<file path="config.mk">
export PLATFORM = sky130hd
export DESIGN_NAME = fs_stage
export DESIGN_NICKNAME = d
export VERILOG_FILES = /design/src/rtl/fs_stage.sv
export SDC_FILE = /design/constraint.sdc
export NUM_CORES = 1
export LEC_CHECK = 0
export ABC_AREA = 1
export BUFFER_PORTS_ARGS = -buffer_cell sky130_fd_sc_hd__buf_4
export CAP_MARGIN = 10
export CORE_ASPECT_RATIO = 1.4
export CORE_MARGIN = 2
export CORE_UTILIZATION = 45
export DETAILED_ROUTE_END_ITERATION = 16
export MAX_ROUTING_LAYER = met4
export PLACE_DENSITY = 0.76
export SYNTH_ARGS = -nofsm -noshare
export SYNTH_HDL_FRONTEND = slang
export SYNTH_SLANG_ARGS = --single-unit
</file>
<file path="constraint.sdc">
create_clock -name clk -period 3.7 [get_ports clk]
set_input_delay 0.74 -clock clk [delete_from_list [all_inputs] [get_ports clk]]
set_output_delay 0.74 -clock clk [all_outputs]
set_load 0.02 [all_outputs]
</file>
<file path="src/rtl/fs_stage.sv">
// -----------------------------------------------------------------------------
// fs_stage : instruction-fetch stage sitting between pre-IF and ID.
//
// Holds one fetch entry (exception flags + PC). The instruction SRAM request
// for that entry is issued by pre-IF when the entry is accepted here; this
// stage tracks how many requests are in flight and, after a flush, how many
// of those responses belong to squashed entries and must be thrown away.
// A live response is forwarded to ID in the same cycle it arrives and is
// also latched in case ID stalls.
//
// Ports
//   clk, reset          clock and synchronous active-high reset
//   ps_to_fs_valid/bus  entry from pre-IF: {pc_adel, tlb_miss, tlb_invalid, pc}
//   fs_allowin          this stage can take an entry this cycle
//   inst_sram_data_ok   one in-order response for an earlier request
//   inst_sram_rdata     instruction word qualified by data_ok
//   ds_allowin          ID can take an entry
//   fs_to_ds_valid/bus  entry to ID: {flags, pc, inst}
//   handle_exc, handle_eret, pipe_flush   flush sources (any one flushes)
//   fs_stall_cnt        cycles spent waiting on the SRAM (only with the macro)
//
// Configuration
//   FS_PERF_CNT_EN  when defined, adds the saturating fs_stall_cnt output.
// -----------------------------------------------------------------------------
module fs_stage #(
  parameter int CANCEL_W = 2
) (
  input  logic        clk,
  input  logic        reset,
  input  logic        ps_to_fs_valid,
  input  logic [34:0] ps_to_fs_bus,
  output logic        fs_allowin,
  input  logic        inst_sram_data_ok,
  input  logic [31:0] inst_sram_rdata,
  input  logic        ds_allowin,
  output logic        fs_to_ds_valid,
  output logic [66:0] fs_to_ds_bus,
  input  logic        handle_exc,
  input  logic        handle_eret,
  input  logic        pipe_flush
`ifdef FS_PERF_CNT_EN
  ,
  output logic [31:0] fs_stall_cnt
`endif
);

  localparam logic [CANCEL_W-1:0] CNT_ONE = 1;
  localparam logic [CANCEL_W-1:0] CNT_MAX = '1;

  logic                fs_valid;
  logic                inst_ok;
  logic [34:0]         fs_bus;
  logic [31:0]         fs_inst;
  logic [CANCEL_W-1:0] outstanding;
  logic [CANCEL_W-1:0] discard;
  logic [CANCEL_W-1:0] outstanding_next;
  logic [CANCEL_W-1:0] discard_next;

  logic flush;
  logic entry_ex;
  logic issue;
  logic resp_live;
  logic fs_ready_go;

  assign flush    = handle_exc | handle_eret | pipe_flush;
  assign entry_ex = |ps_to_fs_bus[34:32];

  // A response is live only when no squashed responses are still ahead of it.
  assign resp_live   = inst_sram_data_ok & (discard == '0);
  assign fs_ready_go = inst_ok | resp_live;

  assign fs_allowin     = !fs_valid | (fs_ready_go & ds_allowin);
  assign fs_to_ds_valid = fs_valid & fs_ready_go & !flush;

  // Exception entries never reach the SRAM, so they do not count as issued.
  assign issue = ps_to_fs_valid & fs_allowin & !entry_ex;

  // Latched word once it has arrived, otherwise the response bypasses straight through.
  assign fs_to_ds_bus = {fs_bus, inst_ok ? fs_inst : inst_sram_rdata};

  // NOTE: every signal gets a default at the top of an always_comb so no path leaves it unassigned (which would infer a latch).
  always_comb begin
    outstanding_next = outstanding;
    discard_next     = discard;

    if (issue && !inst_sram_data_ok) begin
      outstanding_next = outstanding + CNT_ONE;
    end else if (!issue && inst_sram_data_ok) begin
      outstanding_next = outstanding - CNT_ONE;
    end

    // On a flush everything still in flight after this cycle is stale, including
    // any request issued this very cycle; the response consumed now is already
    // removed from outstanding_next, so discard cannot go negative.
    if (flush) begin
      discard_next = outstanding_next;
    end else if (inst_sram_data_ok && discard != '0) begin
      discard_next = discard - CNT_ONE;
    end
  end

  // NOTE: sequential state is updated with non-blocking assignments so every register samples pre-edge values.
  always_ff @(posedge clk) begin
    if (reset) begin
      fs_valid    <= 1'b0;
      inst_ok     <= 1'b0;
      fs_bus      <= '0;
      fs_inst     <= '0;
      outstanding <= '0;
      discard     <= '0;
    end else begin
      outstanding <= outstanding_next;
      discard     <= discard_next;

      if (flush) begin
        // Flush wins over accept: the slot empties and nothing is captured.
        fs_valid <= 1'b0;
        inst_ok  <= 1'b0;
      end else if (fs_allowin) begin
        fs_valid <= ps_to_fs_valid;
        if (ps_to_fs_valid) begin
          fs_bus  <= ps_to_fs_bus;
          fs_inst <= '0;
          inst_ok <= entry_ex;
        end
      end else if (resp_live) begin
        // ID is stalled: keep the word so the entry stays stable.
        fs_inst <= inst_sram_rdata;
        inst_ok <= 1'b1;
      end
    end
  end

`ifdef FS_PERF_CNT_EN
  always_ff @(posedge clk) begin
    if (reset) begin
      fs_stall_cnt <= '0;
    end else if (fs_valid && !fs_ready_go && !flush && fs_stall_cnt != 32'hffff_ffff) begin
      fs_stall_cnt <= fs_stall_cnt + 32'd1;
    end
  end
`endif

  // Pre-IF only ever has one slot's worth of requests pending per entry, so the
  // counter can never wrap; a wrap or an unexpected response is a protocol bug.
  a_no_overflow : assert property (@(posedge clk) disable iff (reset)
    !(issue && !inst_sram_data_ok && outstanding == CNT_MAX));
  a_no_underflow : assert property (@(posedge clk) disable iff (reset)
    !(inst_sram_data_ok && !issue && outstanding == '0));

endmodule

</file>
---- After elaboration in Yosys (flattened, before gate mapping) ----
Cells that the tools add are included.
storage, ports and cells
  flip-flop bits (word level) ............. 73
cells by class
  add/subtract/negate cells ............... 3
  equal/unequal tests ..................... 1
  mux-type cells .......................... 11
  bitwise gates (word level) .............. 11
  reductions and logical operators ........ 17
operator list
  cell                   count
  $mux W32               4
  $mux W2                4
  $and A1 B1 Y1          6
  $reduce_and A3 Y1      2
  $reduce_bool A2 Y1     3
  $logic_not A1 Y1       5
  $or A1 B1 Y1           4
  $sub A2 B1 Y2 const B  2
  $logic_and A1 B1 Y1    3
  $mux W1                3
  $reduce_or A3 Y1       1
  $add A2 B1 Y2 const B  1
  $logic_not A2 Y1       1
  $ne A2 B2 Y1 const B   1
  $reduce_and A2 Y1      1
  $reduce_or A2 Y1       1
  $not A1 Y1             1

---- Logic depth before layout (Yosys ltp) ----
Gate-level depths: netlist of the first run.
  word-level depth ........................ 12
  gate-level depth with buffers ........... 14

---- Least setup slack after synthesis of the first run ----
Ideal clock, no wire load.
  path kind ............................... input -> output
  start point ............................. in handle_eret
  end point ............................... out fs_to_ds_valid
  data arrival time ....................... 1.603 ns
  required time ........................... 2.960 ns
  setup slack ............................. 1.357 ns
  stages on the path ...................... 3
  cells stage by stage .................... nor3_1 inv_2 nor2_1
on the way
  word-level cells in the longest chain between the ends .. 4
ends and longest elaborated chain
  what                       RTL line  RTL
  from (decl)                39        input logic handle_eret,
  $or A1 B1 Y1 (2 in a row)  65        assign flush = handle_exc | handle_eret | pipe_flush;
  $logic_not A1 Y1           73        assign fs_to_ds_valid = fs_valid & fs_ready_go & !flush;
  $and A1 B1 Y1              73
  to (decl)                  36        output logic fs_to_ds_valid,
Every way passes these cells.

---- Worst setup path in the final report of the first run ----
Ends and elaborated chain as after synthesis.

==> results of run 1 <==
-- placed cells by master, fill, tap and decap left out, drive strengths merged, types with 3 or more instances in the layout --
master and count:
inv 11, nor3 4, a21oi 3, nand2 207, buf 145, clkbuf 14
nor2 139, o21ai 39, dfxtp 73, nand3 5
-- cell families after synthesis --
family | count (synthesis) | synth area share [%]
AO/OA/AOI/OAI | 43 | 6.61
adder cells (fa/ha/maj) | 1 | 0.380
AND/OR/NAND/NOR | 357 | 42.2
flip-flops | 73 | 44.3
buffers and inverters | 40 | 6.19
XOR/XNOR | 1 | 0.266
-- state kept, by name, indices dropped and copies added (netlist names) --
register,flops
discard,2
fs_bus,35
fs_inst,32
fs_valid,1
inst_ok,1
outstanding,2
-- area by class of cell --
cell class / instances / area (µm²) / share of cell area [%]
Clock inverter: 2 / 35.0 / 0.770
Inverter: 11 / 41.3 / 0.908
Clock buffer: 14 / 173 / 3.80
Tap cell: 95 / 119 / 2.61
Multi-Input combinational cell: 402 / 1630 / 35.8
Sequential cell: 73 / 1460 / 32.1
Timing Repair Buffer: 145 / 1090 / 23.9
-- power breakdown --
group          switching (mW)  internal [mW]  leakage (nW)  total [mW]
sequential             0.0155          0.817         0.594       0.833
clock                   0.284          0.366         0.107       0.651
combinational           0.164          0.141          1.49       0.305
-- per-stage QoR --
stage                     utilization [%]  instances  power [mW]  area [µm²]  hold slack [ns]
after CTS                            64.7        742        1.81        4550            0.486
final                                64.7        742        1.79        4550            0.484
after global placement               61.8        726        1.15        4340            0.463
after global routing                 64.7        742        1.87        4550            0.503
after detailed placement             61.8        726        1.16        4340            0.472
after floorplan                         -        515        1.02        3300            0.454
-- worst reg2reg max path, stage by stage, from the launching register on --
cell and delay [ns]:
dfxtp_1 0.32, inv_2 0.44, nand2_2 0.12, nand2_2 0.10
nand2_4 0.08, o21ai_1 0.16, inv_2 0.08, nor2_8 0.57
nand2_1 0.14, nand2_1 0.09, nor2_1 0.05
-- path summary, 6_finish.rpt --
kind,from,to,slack (ns),cells past startpoint
setup reg to reg,inst_ok,fs_inst[24],1.45,10
hold / removal,fs_bus[25],fs_bus[25],0.48,2
setup / recovery,handle_eret,fs_to_ds_valid,1.19,5
hold reg to reg,fs_bus[25],fs_bus[25],0.48,2
-- metal layers --
metal	track usage [%]	routed length, µm
met1	23.1	3470
met5	-	0
met4	11.6	195
met3	6.51	697
met2	35.7	3940
==> metrics.yaml, run 1 <==
path_cells: "buf_4, nor3_1, inv_2, nor2_1, buf_4"
yosys_warnings: 0
synth_cell_type_count: 24
synth_edf_count: 0
layout_min_cycle_time_ns: 2.51
grt.total_usage_pct: 21.5
clock_skew_ns: 0.00375
wirelength_um: 8300
final_max_slew_viol_count: 0
place_ws_ns: 1.14
antenna_left: 0
fin_nets: 718
setup_ws_ns: 1.19
die_h_um: 105
synth_top_flop_cell: "dfxtp_1"
cts-root-buf: "clkbuf_8"
drtPass1Iterations: 6
crit_buf_inv: 3
synth_fp_nets: 591
cpMostUsedCell: "buf_4"
yosysMostFrequentCell: "nand2_1"
clkSinkCount: 73
start_util_pct: 46.9
synthTopCellsByArea: "dfxtp_1, nand2_1, nor2_1, o21ai_1, o21ai_0"
min_path_type: "register to register"
cts_hold_buf: 0
worst-path-max-fanout: 7
path_delay_family: "simple AND/OR/NAND/NOR gates"
cts_buffers: 9
syn_area_mm2: 0.00330
slew-limit-headroom_pct: 29.1
async_reset_ff_share_pct: 0
dieArea_mm2: 0.00803
grt_pass1_vias: 3172
htree_levels: 3
grt_pass1_wl_um: 13700
antenna_found_initial: 0
synth_common_cells: "nand2_1, nor2_1, dfxtp_1"
grt_overflow: 0
cellPowerDensity_mw_per_mm2: 393
die_width_um: 76.3
synth.avg_cell_area_um2: 6.40
crit_arrival_ns: 1.77
critPathLaunchType: "input pin"
setup_tns_ns: 0
endpoint_kind: "output port"
synth_top_area_cell: "dfxtp_1"
cts_setup_buffers: 0
first_iter_violations: 138
dpl.hpwl_um: 5690
clock.fmax_ghz: 0.398
yosysTopAreaCellShare_pct: 44.3
clock_latency_ns: 0.35
placement.io_buffers: 143
yosysSeqAreaShare_pct: 44.3
p_leak_nw: 2.19
place.gp.congestion: 0.900
maxCapViolCount: 0
ioPinCount: 144
rsz0062_at_grt: "false"
hold_viol: 0
vias: 3482
cts.repair.resized: 0
post-route-drc-count: 0
critPathKind: "input pin to output port"
cts.reportedPaths.clkPinSlew_ns: 0.07
status: "finished clean"
wl_per_cell_um: 11.2
worst_slew_pin_slew_ns: 1.06
n_antenna_cell: 0
ys_ff_latch: 73
finalCritPeriodShare_pct: 68.0
crit_required_ns: 2.96
cpMaxStageDelayCell: "nor3_1"
grt_max_degree: 72
cpPeakStageDelay_ns: 0.45
vdd_drop_max_mv: 0.310
drt-vias-per-instance: 4.69
setup_viol: 0
synthCells: 515
cts_max_path_buffers: 2
cts_tree: "yes"
nFillCells: 688
num_rows: 36
syn2layout_area_growth_pct: 38.0
drive_gt1_share_pct: 26.3
core_mm2: 0.00703
Power figures use the tool's default switching activity.
==> inputs of run 2 (changes only) <==
CORE_UTILIZATION = 43   (was 45)
clock period = 2.19 ns   (was 3.7 ns; I/O delays follow)
==> metrics.yaml, run 2 (synthesis results as in run 1) <==
rsz0062_at_grt: "false"
layout_min_cycle_time_ns: 1.90
pwr-share-seq_pct: 45.1
grt_overflow: 0
drtPass1Iterations: 4
die_width_um: 78.0
largest_reg_flops: 35
grt_pass1_wl_um: 14000
maxCapViolCount: 0
critPathLaunchType: "register"
drt-vias-per-instance: 4.67
reg2reg_slack_ns: 0.29
cellPowerDensity_mw_per_mm2: 670
antenna_left: 0
first_iter_violations: 194
num_rows: 37
clock_latency_ns: 0.34
htree_levels: 3
finalCritPeriodShare_pct: 86.7
clkSinkCount: 73
start_util_pct: 44.5
core_mm2: 0.00741
vdd_drop_max_mv: 0.515
slew-limit-headroom_pct: 62.8
clock_skew_ns: 0.0101
wirelength_um: 8520
clkPwrFrac_pct: 38.0
clock.fmax_ghz: 0.527
vias: 3512
nFillCells: 709
syn2layout_area_growth_pct: 41.3
hold_ws_ns: 0.294
worst_slew_pin_slew_ns: 0.557
grt_pass1_vias: 3362
cts_buffers: 9
cts_hold_buf: 0
dieArea_mm2: 0.00839
intPower_mw: 2.30
cts_max_path_buffers: 2
crit_arrival_ns: 2.13
critPathKind: "register to register"
worst-path-max-fanout: 15
final_cell_mix: "nand2_1, buf_4, nor2_1, dfxtp_1, o21ai_1"
multi_input_area_mm2: 0.00163
grt.total_usage_pct: 21.0
p_leak_nw: 2.24
largestRegisters: "fs_bus x35, fs_inst x32"
crit_required_ns: 2.42
layout_commonest_cell: "nand2_1"
dpl.hpwl_um: 6210
worstHoldStart: "reset"
switching_share_pct: 26.3
antenna_found_initial: 0
status: "finished clean"
setup_tns_ns: 0
min_path_type: "input pin to register"
n_antenna_cell: 0
hold_viol: 0
r2r_start: "discard[0]"
cts_setup_buffers: 0
cts_tree: "yes"
drive_gt1_share_pct: 27.5
cts.reportedPaths.clkPinSlew_ns: 0.08
p_switching_mw: 0.819
endpoint_kind: "register"
setup_viol: 0
seqCellArea_mm2: 0.00146
cts.repair.resized: 0
ioPinCount: 144
wl_per_cell_um: 11.3
place.gp.congestion: 0.773
fin_nets: 726
p_comb_share_pct: 16.9
cts-root-buf: "clkbuf_8"
grt_max_degree: 40
die_h_um: 108
startpoint: "discard[0]"
final_max_slew_viol_count: 0
post-route-drc-count: 0
largest_register: "fs_bus"
placement.io_buffers: 143
run 2: area by class of cell:
type,count,share of cell area [%]
clock buffer,10,2.96
clock inverter,6,1.93
inverter,11,0.887
multi-input combinational,402,35.0
sequential,73,31.4
tap,97,2.61
timing repair buffer,153,25.2
run 2: path summary, 6_finish.rpt:
path                                  endpoint  depth (start not counted)
worst max-delay path               fs_inst[17]                         14
worst min register to register      fs_bus[33]                          2
worst min-delay path            outstanding[1]                          2
worst max register to register     fs_inst[17]                         14
run 2: through the flow:
stage	setup slack, ns	util, %	power [mW]	area [µm²]	std cells
final	0.292	62.9	3.12	4660	752
after floorplan	0.451	-	1.72	3300	515
after global placement	0.402	59.8	1.95	4430	736
after global routing	0.0182	62.9	3.26	4660	752
after detailed placement	0.292	59.8	1.97	4430	736
after CTS	0.266	62.9	3.15	4660	752
run 2: metal layers:
layer | up-vias | global-route usage (%) | share of wire (%)
met5 | - | - | 0
met2 | 122 | 37.5 | 50
met3 | 10 | 5.03 | 7.3
met4 | 0 | 8.52 | 1.3
met1 | 1532 | 22.1 | 42
li1 | 1848 | - | -
run 2: worst max-delay path, cell delays in order (launching register included):
cell and delay (ns):
dfxtp_1 0.31, inv_1 0.07, ha_1 0.18, nand2_1 0.10, nand2_2 0.08, nand2_2 0.06
nand2_4 0.10, nand2_1 0.09, o21ai_1 0.10, inv_2 0.08, nor2_8 0.19, buf_4 0.23
nand2_1 0.07, nand2_1 0.07, nor2_1 0.04
run 2: power by group through the flow:
stage	clock [mW]	combinational [mW]	sequential, mW
4_1_cts	1.21	0.532	1.41
5_1_grt	1.26	0.586	1.41
2_1_floorplan	0	0.257	1.46
3_3_place_gp	0	0.516	1.43
6_report	1.18	0.529	1.41
3_5_place_dp	0	0.530	1.44
==> inputs of run 3 (changes only) <==
clock period = 1.5 ns   (was 2.19 ns; I/O delays follow)
==> metrics.yaml, run 3 (synthesis results as in run 1) <==
placed_cells: 748
layout_min_cycle_time_ns: 1.79
min_path_type: "input pin to register"
antenna_left: 0
setup_ws_ns: -0.295
ioPinCount: 144
placed_area_mm2: 0.00458
final_max_slew_viol_count: 0
final_cells: 794
cts_hold_buf: 0
fin_nets: 769
placement.io_buffers: 143
grt.total_usage_pct: 27.6
die_h_um: 108
r2r_start: "discard[1]"
cts.reportedPaths.clkPinSlew_ns: 0.08
largest_reg_flops: 35
final_cell_mix: "nor2_1, buf_4, nand2_1, dfxtp_1, nand2_2"
worst_slew_pin_slew_ns: 0.613
maxCapViolCount: 0
hold_depth: 2
status: "complete, but fails checks"
design_area_mm2: 0.00616
crit_required_ns: 1.76
dpl.hpwl_um: 6180
cts_buffers: 9
cpMaxStageDelayCell: "dfxtp_1"
reg2reg_to: "fs_inst[11]"
cpPeakStageDelay_ns: 0.33
critPathKind: "register to register"
hold_viol: 0
crit_buf_inv: 4
drt-vias-per-instance: 5.20
post-route-drc-count: 0
clock.fmax_ghz: 0.557
violations: "setup timing"
reg2reg_slack_ns: -0.29
hold_ws_ns: 0.149
finalCritPeriodShare_pct: 120
antenna_found_initial: 0
cpMostUsedCell: "nand2_4"
grt_pass1_vias: 3923
setup_viol: 106
wirelength_um: 13000
cts-root-buf: "clkbuf_8"
largestRegisters: "fs_bus x35, fs_inst x32"
grt_overflow: 0
worstHoldStart: "reset"
n_antenna_cell: 0
dieArea_mm2: 0.00839
p_leak_nw: 2.88
setup_tns_ns: -16.28
r2r_cells: 13
die_width_um: 78.0
rsz0062_at_grt: "true"
cellPowerDensity_mw_per_mm2: 780
drive_gt1_share_pct: 49.9
wl_per_cell_um: 16.4
vdd_drop_max_mv: 0.672
worst-path-max-fanout: 6
first_iter_violations: 176
place_ws_ns: -0.226
slew-limit-headroom_pct: 58.9
place.gp.congestion: 0.813
cts_tree: "yes"
critPathLaunchType: "register"
path_delay_family: "simple AND/OR/NAND/NOR gates"
htree_levels: 3
start_util_pct: 44.5
grt_pass1_wl_um: 17800
grt_max_degree: 37
layout_commonest_cell: "nor2_1"
cts_max_path_buffers: 2
num_rows: 37
vias: 4130
endpoint_kind: "register"
nFillCells: 400
hold_end: "outstanding[1]"
path_cells: "inv_2, ha_4, nand2_4, nand2_4, nand2_4, nand2_8, o21ai_2, inv_2, nor2_8, buf_12, buf_8, nor2_2, nor2_1"
core_mm2: 0.00741
syn2layout_area_growth_pct: 86.8
drtPass1Iterations: 4
clock_latency_ns: 0.36
largest_register: "fs_bus"
clkSinkCount: 73
clock_skew_ns: 0.0149
crit_arrival_ns: 2.06
## run 3: changes by cell type in the layout (fill, tap and decap cells not counted), sizes merged
| cell | change |
|---|---|
| clkinvlp | -1 |
| clkbuf | +4 |
| bufinv | -1 |
| inv | -1 |
| buf | +41 |
## run 3: cell type report
class / count / area [µm²] / area share, %
clock buffer: 12 / 155 / 2.52
clock inverter: 3 / 40.0 / 0.650
inverter: 11 / 53.8 / 0.874
multi-input combinational: 402 / 2260 / 36.6
sequential: 73 / 1470 / 23.8
tap: 97 / 121 / 1.97
timing repair buffer: 196 / 2060 / 33.5
## run 3: report_power, final
part	total [mW]	switching (mW)	leakage, nW	internal, mW
Sequential	2.07	0.0506	0.595	2.01
Clock	1.59	0.739	0.102	0.846
Combinational	1.15	0.586	2.19	0.565
Total	4.80	1.38	2.88	3.43
## run 3: worst max-delay path by stage
stage                      from           to  depth (start not counted)
floorplan            discard[0]   fs_inst[0]                         13
CTS                  discard[0]   fs_allowin                          8
global route         discard[0]  fs_inst[11]                         13
detailed placement   discard[0]  fs_inst[27]                         14
global placement    handle_eret    fs_bus[0]                          7
finish               discard[1]  fs_inst[11]                         13
## run 3: per-stage QoR
stage / total power, mW / utilization (%)
2_1_floorplan: 2.51 / -
3_3_place_gp: 2.88 / 61.8
3_5_place_dp: 2.90 / 61.8
4_1_cts: 4.62 / 76.2
5_1_grt: 4.97 / 83.1
6_report: 4.80 / 83.1
## run 3: routing by layer
layer	up-vias	part of all wire (%)	GRT usage (%)
li1	1943	-	-
met1	1928	35	29.0
met2	210	53	48.7
met3	49	6.7	6.88
met4	0	4.8	12.0
met5	-	0	-
## run 3: what timing repair did
item / CTS / global route
gates cloned: 12 / 2
setup endpoints to repair: 105 / 106
resized for setup: 131 / 130
pin swaps: 35 / 33
buffers inserted: 16 / 4
